[src/rtl/mmm_share_arbiter_if.sv]
// mmm_share_arbiter_if: requester-side and MMM-side bus of the shared multiplier arbiter.
interface mmm_share_arbiter_if #(parameter int WIDTH = 8, parameter int NREQ = 2);
  logic [NREQ-1:0] req, gnt, done;
  logic [NREQ*WIDTH-1:0] op_a, op_b;
  logic [WIDTH-1:0] result, mmm_a, mmm_b, mmm_result;
  logic busy, err, mmm_start, mmm_done;
  modport master (output req, op_a, op_b, mmm_done, mmm_result,
                  input gnt, done, result, busy, err, mmm_start, mmm_a, mmm_b);
  modport slave (input req, op_a, op_b, mmm_done, mmm_result,
                 output gnt, done, result, busy, err, mmm_start, mmm_a, mmm_b);
endinterface

[src/rtl/mmm_share_arbiter.sv]
// mmm_share_arbiter: round-robin sharing of one Montgomery multiplier among NREQ requesters.
// Define MMM_WATCHDOG_EN to add a WAIT-state timeout that completes with err=1 and result=0.
module mmm_share_arbiter #(
  parameter int WIDTH   = 8,
  parameter int NREQ    = 2,
  parameter int TIMEOUT = 32
) (
  input  logic clk,
  input  logic rstb,
  input  logic ena,
  mmm_share_arbiter_if.slave bus
);
  localparam int IW = $clog2(NREQ);
  typedef enum logic [1:0] {IDLE, ISSUE, WAIT, RESP} state_t;
  if (NREQ < 2 || NREQ > 8 || TIMEOUT < 1) begin : g_bad_params
    $error("mmm_share_arbiter: NREQ must be 2..8 and TIMEOUT >= 1");
  end
  state_t state_q, state_d;
  logic [IW-1:0] idx_q, idx_d, last_q, last_d, sel;
  logic [NREQ-1:0] gnt_q, gnt_d, done_q, done_d;
  logic [WIDTH-1:0] result_q, result_d, a_q, a_d, b_q, b_d;
  logic busy_q, busy_d, start_q, start_d;
`ifdef MMM_WATCHDOG_EN
  localparam int CW = $clog2(TIMEOUT + 1);
  logic [CW-1:0] cnt_q, cnt_d;
  logic err_q, err_d;
`endif
  // First asserted request searching upward from last_gnt+1; last_gnt itself has lowest priority.
  always_comb begin
    sel = last_q;
    for (int i = NREQ; i >= 1; i--)
      if (bus.req[(int'(last_q) + i) % NREQ]) sel = IW'((int'(last_q) + i) % NREQ);
  end
  always_comb begin
    state_d  = state_q;
    idx_d    = idx_q;
    last_d   = last_q;
    gnt_d    = gnt_q;
    done_d   = '0;
    result_d = result_q;
    a_d      = a_q;
    b_d      = b_q;
    start_d  = 1'b0;
`ifdef MMM_WATCHDOG_EN
    cnt_d    = cnt_q;
    err_d    = 1'b0;
`endif
    case (state_q)
      IDLE: if (|bus.req) begin
        state_d    = ISSUE;
        idx_d      = sel;
        gnt_d      = '0;
        gnt_d[sel] = 1'b1;
        a_d        = bus.op_a[int'(sel)*WIDTH +: WIDTH];
        b_d        = bus.op_b[int'(sel)*WIDTH +: WIDTH];
        start_d    = 1'b1;
      end
      ISSUE: begin
        state_d = WAIT;
`ifdef MMM_WATCHDOG_EN
        cnt_d   = '0;
`endif
      end
      WAIT: if (bus.mmm_done) begin
        state_d  = RESP;
        result_d = bus.mmm_result;
        done_d   = gnt_q;
      end
`ifdef MMM_WATCHDOG_EN
      else if (cnt_q == CW'(TIMEOUT - 1)) begin
        state_d  = RESP;
        result_d = '0;
        done_d   = gnt_q;
        err_d    = 1'b1;
      end else cnt_d = cnt_q + 1'b1;
`endif
      RESP: begin
        state_d = IDLE;
        last_d  = idx_q;
        gnt_d   = '0;
      end
      default: state_d = IDLE;
    endcase
    busy_d = state_d != IDLE;
  end
  always_ff @(posedge clk) begin
    if (!rstb) begin
      state_q  <= IDLE;
      idx_q    <= '0;
      last_q   <= IW'(NREQ - 1);
      gnt_q    <= '0;
      done_q   <= '0;
      result_q <= '0;
      a_q      <= '0;
      b_q      <= '0;
      busy_q   <= 1'b0;
      start_q  <= 1'b0;
`ifdef MMM_WATCHDOG_EN
      cnt_q    <= '0;
      err_q    <= 1'b0;
`endif
    end else if (ena) begin
      state_q  <= state_d;
      idx_q    <= idx_d;
      last_q   <= last_d;
      gnt_q    <= gnt_d;
      done_q   <= done_d;
      result_q <= result_d;
      a_q      <= a_d;
      b_q      <= b_d;
      busy_q   <= busy_d;
      start_q  <= start_d;
`ifdef MMM_WATCHDOG_EN
      cnt_q    <= cnt_d;
      err_q    <= err_d;
`endif
    end
  end
  assign bus.gnt       = gnt_q;
  assign bus.done      = done_q;
  assign bus.result    = result_q;
  assign bus.busy      = busy_q;
  assign bus.mmm_start = start_q;
  assign bus.mmm_a     = a_q;
  assign bus.mmm_b     = b_q;
`ifdef MMM_WATCHDOG_EN
  assign bus.err       = err_q;
`else
  assign bus.err       = 1'b0;
`endif
endmodule

[src/flat_wrapper.sv]
// flat-port wrapper written by rule: the top's interface ports become plain ports
module mmm_share_arbiter_flat 
#(
  parameter int WIDTH   = 8,
  parameter int NREQ    = 2,
  parameter int TIMEOUT = 32
)
  (clk, rstb, ena, bus_req, bus_op_a, bus_op_b, bus_mmm_done, bus_mmm_result, bus_gnt, bus_done, bus_result, bus_busy, bus_err, bus_mmm_start, bus_mmm_a, bus_mmm_b);
  mmm_share_arbiter_if #(.WIDTH(WIDTH), .NREQ(NREQ)) bus_i ();
  input  logic clk;
  input  logic rstb;
  input  logic ena;
  input wire logic [$bits(bus_i.req)-1:0] bus_req;
  input wire logic [$bits(bus_i.op_a)-1:0] bus_op_a;
  input wire logic [$bits(bus_i.op_b)-1:0] bus_op_b;
  input wire logic [$bits(bus_i.mmm_done)-1:0] bus_mmm_done;
  input wire logic [$bits(bus_i.mmm_result)-1:0] bus_mmm_result;
  output wire logic [$bits(bus_i.gnt)-1:0] bus_gnt;
  output wire logic [$bits(bus_i.done)-1:0] bus_done;
  output wire logic [$bits(bus_i.result)-1:0] bus_result;
  output wire logic [$bits(bus_i.busy)-1:0] bus_busy;
  output wire logic [$bits(bus_i.err)-1:0] bus_err;
  output wire logic [$bits(bus_i.mmm_start)-1:0] bus_mmm_start;
  output wire logic [$bits(bus_i.mmm_a)-1:0] bus_mmm_a;
  output wire logic [$bits(bus_i.mmm_b)-1:0] bus_mmm_b;
  assign bus_i.req = bus_req;
  assign bus_i.op_a = bus_op_a;
  assign bus_i.op_b = bus_op_b;
  assign bus_i.mmm_done = bus_mmm_done;
  assign bus_i.mmm_result = bus_mmm_result;
  assign bus_gnt = bus_i.gnt;
  assign bus_done = bus_i.done;
  assign bus_result = bus_i.result;
  assign bus_busy = bus_i.busy;
  assign bus_err = bus_i.err;
  assign bus_mmm_start = bus_i.mmm_start;
  assign bus_mmm_a = bus_i.mmm_a;
  assign bus_mmm_b = bus_i.mmm_b;
  mmm_share_arbiter #(.WIDTH(WIDTH), .NREQ(NREQ), .TIMEOUT(TIMEOUT)) u_core (.clk(clk), .rstb(rstb), .ena(ena), .bus(bus_i));
endmodule
[config.mk]
export PLATFORM = sky130hd
export DESIGN_NAME = mmm_share_arbiter_flat
export DESIGN_NICKNAME = d
export VERILOG_FILES = /design/src/rtl/mmm_share_arbiter_if.sv /design/src/rtl/mmm_share_arbiter.sv /design/src/flat_wrapper.sv
export SDC_FILE = /design/constraint.sdc
export NUM_CORES = 1
export LEC_CHECK = 0
export BUFFER_PORTS_ARGS = -buffer_cell sky130_fd_sc_hd__buf_2
export CORE_ASPECT_RATIO = 0.8
export CORE_MARGIN = 2
export CORE_UTILIZATION = 45
export DETAILED_ROUTE_END_ITERATION = 6
export GPL_ROUTABILITY_DRIVEN = 0
export PLACE_DENSITY = 0.79
export REMOVE_ABC_BUFFERS = 1
export SYNTH_ARGS = -nofsm -noshare
export SYNTH_HDL_FRONTEND = slang
export SYNTH_SLANG_ARGS = --single-unit
[constraint.sdc]
create_clock -name clk -period 1.5 [get_ports clk]
set_input_delay 0.15 -clock clk [delete_from_list [all_inputs] [get_ports clk]]
set_output_delay 0.15 -clock clk [all_outputs]
set_load 0.01 [all_outputs]
=== After elaboration in Yosys (flattened, before gate mapping) ===
Index checks and enable logic that the tools add are counted.
Widths: inputs -> output; s select.

* Bits in registers: 34
* Bits of input ports: 46
* Logic and storage cells: 52

* Reduce and logical (&&, ||, !) cells: 9
* Shift operators: 2
* Add/sub/neg operators: 2
* Equal/unequal tests: 4
* $lt $le $gt $ge: 4
* Bitwise logic cells: 2
* Mux-type cells: 19

{| class="wikitable"
|+ Operators with widths
! kind !! number
|-
| $shiftx 16x5->8 || 2
|-
| $mux 1 || 11
|-
| $mux 2 || 5
|-
| $reduce_and 3->1 || 3
|-
| $pmux 2 s4 || 1
|-
| $lt 2x3->1 const B || 2
|-
| $eq 2x2->1 const B || 2
|-
| $pmux 2 s2 || 1
|-
| $reduce_bool 2->1 || 2
|-
| $add 1x1->1 const B || 2
|-
| $and 1x1->1 const A || 2
|-
| $eq 2x1->1 const B || 1
|-
| $logic_not 2->1 || 1
|-
| $lt 1x2->1 const B || 1
|-
| $ne 2x1->1 const B || 1
|-
| $reduce_and 2->1 || 1
|-
| $reduce_or 2->1 || 1
|-
| $demux 1 s1 || 1
|-
| $ge 1x1->1 const B || 1
|-
| $logic_and 1x1->1 || 1
|}

=== Longest topological paths before layout ===
* Word-level depth: 13
* Depth in mapped cells: 6
* Depth with buffers taken out: 5

=== Least setup slack after synthesis ===
OpenSTA, ideal clock, no wires.

* Path kind: flip-flop to flip-flop
* Start: reg u_core.state_q[0]
* End: reg u_core.busy_q (netlist: u_core.bus.busy)
* Data required time: 1.376 ns
* Arrival time: 1.211 ns
* Setup slack: 0.165 ns
* Buffers on the path: 0
* Clock period less this slack: 1.335 ns
* Cell stages (with the launch flop): 6
* Setup time: 0.124 ns
* Path through: dfxtp_1 -> inv_1 -> ha_1 -> or3b_1 -> o221ai_1 -> a31oi_1

* Longest elaborated chain between the ends: 3

{| class="wikitable"
|+ Ends and longest elaborated chain
! item !! line !! text
|-
| start: declaration || mmm_share_arbiter.sv:18 || <nowiki>state_t state_q, state_d;</nowiki>
|-
| start signal: assignment || mmm_share_arbiter.sv:103 || <nowiki>state_q <= state_d;</nowiki>
|-
| $eq 2x2->1, or another cell as far along || mmm_share_arbiter.sv:48 || <nowiki>case (state_q)</nowiki>
|-
| $pmux 2 s4 * || mmm_share_arbiter.sv:48 ||
|-
| $reduce_bool 2->1 * || mmm_share_arbiter.sv:84 || <nowiki>busy_d = state_d != IDLE;</nowiki>
|-
| end signal: assignment || mmm_share_arbiter.sv:111 || <nowiki>busy_q <= busy_d;</nowiki>
|-
| end: declaration || mmm_share_arbiter.sv:22 || <nowiki>logic busy_q, busy_d, start_q, start_d;</nowiki>
|}

Every way passes the cells marked *; elsewhere a longest branch is shown, timed or not.
A chain may end at the register's enable or synchronous reset.

=== Worst setup path after layout ===
Same ends and word-level chain as after synthesis.

==> results.sh <==
export IMPL_outcome="finished, final reports clean"
export IMPL_boundaryPins=77
export IMPL_leakagePower_nw=0.927
export IMPL_drc_errors=0
export IMPL_post_cts_buffers=0
export IMPL_peakVddDrop_v=0.000667
export IMPL_crit_buf_inv=1
export IMPL_die_width_microns=69.5
export IMPL_cts_tree="yes"
export IMPL_finalHoldViolCount=0
export IMPL_setup_viol=0
export IMPL_cts_resized=0
export IMPL_setup_tns_ps=0
export IMPL_cp_required_ps=1660
export IMPL_drv_cap=0
export IMPL_crit_family="simple AND/OR/NAND/NOR gates"
export IMPL_first_pass_iters=4
export IMPL_min_path_type="input port to flop"
export IMPL_yosys_area_top_type_share_pct=44.0
export IMPL_grt_setup_unrepaired="false"
export IMPL_clk_latency_ps=280
export IMPL_max_freq_mhz=708
export IMPL_antenna_left=0
export IMPL_io_buffers=75
export IMPL_chipHeight_microns=56.4
export IMPL_power_density_mw_per_mm2=1040
export IMPL_timing_hold_ws_ps=100
export IMPL_synth_warnings=0
export IMPL_critPathSlowestCell="or3b_1"
export IMPL_synthAdderAreaFrac_pct=3.24
export IMPL_root_buffer="clkbuf_8"
export IMPL_cp_start_kind="flop"
export IMPL_synth_compound_area_share_pct=25.7
export IMPL_synth_xor_area_share_pct=0
export IMPL_cp_arrival_ps=1570
export IMPL_syn_to_final_growth_pct=30.2
export IMPL_n_fill_cell=323
export IMPL_numClockSinks=34
export IMPL_gr_usage_all_layers_pct=20.0
export IMPL_fp_dieArea_sq_mm=0.00392
export IMPL_vias=1626
export IMPL_slew_viol_final=0
export IMPL_drive_gt1_share_pct=35.2
export IMPL_postCtsHoldBufs=0
export IMPL_slowest_delay_ps=380
export IMPL_cts_buffer_depth=2
export IMPL_fin_skew_ps=6.57
export IMPL_final_util_pct=60.0
export IMPL_synth_area_sq_mm=0.00155
export IMPL_ys_seq_area_share_pct=44.0
export IMPL_wl_microns=3970
export IMPL_post_synth_main_area_contributors="dfxtp_1 44%, o21ai_0 9.7%, a31oi_1 6.9%"
export IMPL_worst_pin_slew_ps=644
export IMPL_grt_pass1_wl_microns=6380
export IMPL_viasPerCell=5.37
export IMPL_end_kind="flop"
export IMPL_cts_buffers=5
export IMPL_first_iter_violations=82
export IMPL_grt_antenna_before_repair=0
export IMPL_synth_area_leader_cell="dfxtp_1"
export IMPL_cp_max_fo=6
export IMPL_muxShareOfSynthArea_pct=1.94
export IMPL_nets=310
export IMPL_synth_top_family_by_area="compound AO/OA/AOI/OAI gates"
export IMPL_grt_max_degree=36
export IMPL_grt_pass1_vias=1481
export IMPL_overflow=0
export IMPL_synth_simple_area_share_pct=16.5
export IMPL_synthCells=188
export IMPL_start_util_pct=46.1
export IMPL_fin_crit_sh_pct=94.2
export IMPL_syn_avg_cell_area_sq_um=8.22
export IMPL_n_antenna_cell=0
export IMPL_ys_seq_elements=34
export IMPL_core_area_sq_mm=0.00335
export IMPL_worstSetupPathType="flop to flop"
export IMPL_final_common_cell="buf_2"
export IMPL_cts_clk_slew_worst_paths_ps=70
export IMPL_period_needed_ps=1410
export IMPL_slew_headroom_pct=57.1
export IMPL_crit_chain="inv_1 -> ha_1 -> or3b_1 -> o221ai_1 -> a31oi_1"
export IMPL_final_cell_mix="75 x buf_2, 33 x dfxtp_1, 30 x o21ai_0"
export IMPL_cts_max_level=2
export IMPL_synthDistinctLibCells=29
export IMPL_rows=19
export IMPL_routedWlPerCell_microns=13.1
==> cells in the mapped netlist (all sizes together) <==
cell type  number
o21ai          36
dfxtp          34
nand2          21
nand3          21
a31oi          17
a21oi          12
buf            12
inv             6
nor2            6
ha              4
clkbuf          3
mux2i           3
a22oi           2
a311oi          1
and2            1
and3            1
conb            1
nand2b          1
nor2b           1
o211a           1
o221ai          1
or2             1
or3             1
or3b            1
==> where the power goes <==
part           total, mW  switching [mW]  leakage, nW  internal (mW)
sequential          1.00          0.0353        0.279          0.969
clock              0.701           0.332       0.0472          0.369
combinational      0.389           0.216        0.601          0.174
total               2.10           0.583        0.927           1.51
==> layout make-up <==
class,instances,area (sq um),share of cell area [%]
clock buffers,6,82.6,4.10
clock inverters,2,12.5,0.622
inverters,6,22.5,1.12
multi-input cells,134,754,37.5
flip-flops and latches,34,682,33.9
well taps,42,52.6,2.61
repair buffers,79,405,20.1
==> worst reg2reg max path: cells and delay by family (launching register included) <==
kind / cells / cell delay [ps]
simple gates: 1 / 380
flops: 1 / 340
compound gates: 2 / 280
fa+ha+maj: 1 / 200
buf+inv: 1 / 100
==> kinds of logic (layout without fill, tap and decap cells) <==
logic type      count (synthesis)  after routing
compound gates                 70             71
simple gates                   55             55
fa+ha+maj                       4              4
flops                          34             34
other cells                     1              1
buf+inv                        21             93
mux                             3              3
==> flip-flops by register name, summed over array words and instances, names as in the netlist <==
register	cells
u_core.bus.mmm_start	1
u_core.idx_q	1
u_core.bus.busy	1
u_core.last_q	1
u_core.bus.result	8
u_core.bus.done	2
u_core.bus.mmm_a	8
u_core.bus.mmm_b	8
u_core.bus.gnt	2
u_core.state_q	2
==> routing by layer <==
metal / vias up / share of wire [%] / track usage, %
met5: - / 0 / 0
met4: 0 / 0.68 / 5.32
met3: 2 / 5.4 / 5.21
met2: 46 / 49 / 34.3
met1: 764 / 45 / 25.1
li1: 814 / - / -
==> stage by stage <==
step                      std cells  instance area [sq um]  setup WS (ps)  total power, mW
after floorplan                 173                   1440            165             1.22
after global placement          294                   1900            112             1.39
after detailed placement        294                   1900           62.8             1.40
after CTS                       302                   1990           24.4             2.08
after global routing            303                   2010           3.65             2.20
final                           303                   2010           86.6             2.10
==> path summary, 6_finish.rpt <==
kind                                     startpoint                                end  slack [ps]  cells past startpoint
setup / recovery     u_core.state_q[0]$_SDFFE_PN0P_       u_core.bus.busy$_SDFFE_PN0P_          90                      5
hold / removal                    bus_mmm_result[2]  u_core.bus.result[2]$_SDFFE_PN0P_         100                      3
setup reg to reg     u_core.state_q[0]$_SDFFE_PN0P_       u_core.bus.busy$_SDFFE_PN0P_          90                      5
hold reg to reg   u_core.bus.result[2]$_SDFFE_PN0P_  u_core.bus.result[2]$_SDFFE_PN0P_         460                      2
Power figures use the tool's default switching activity.
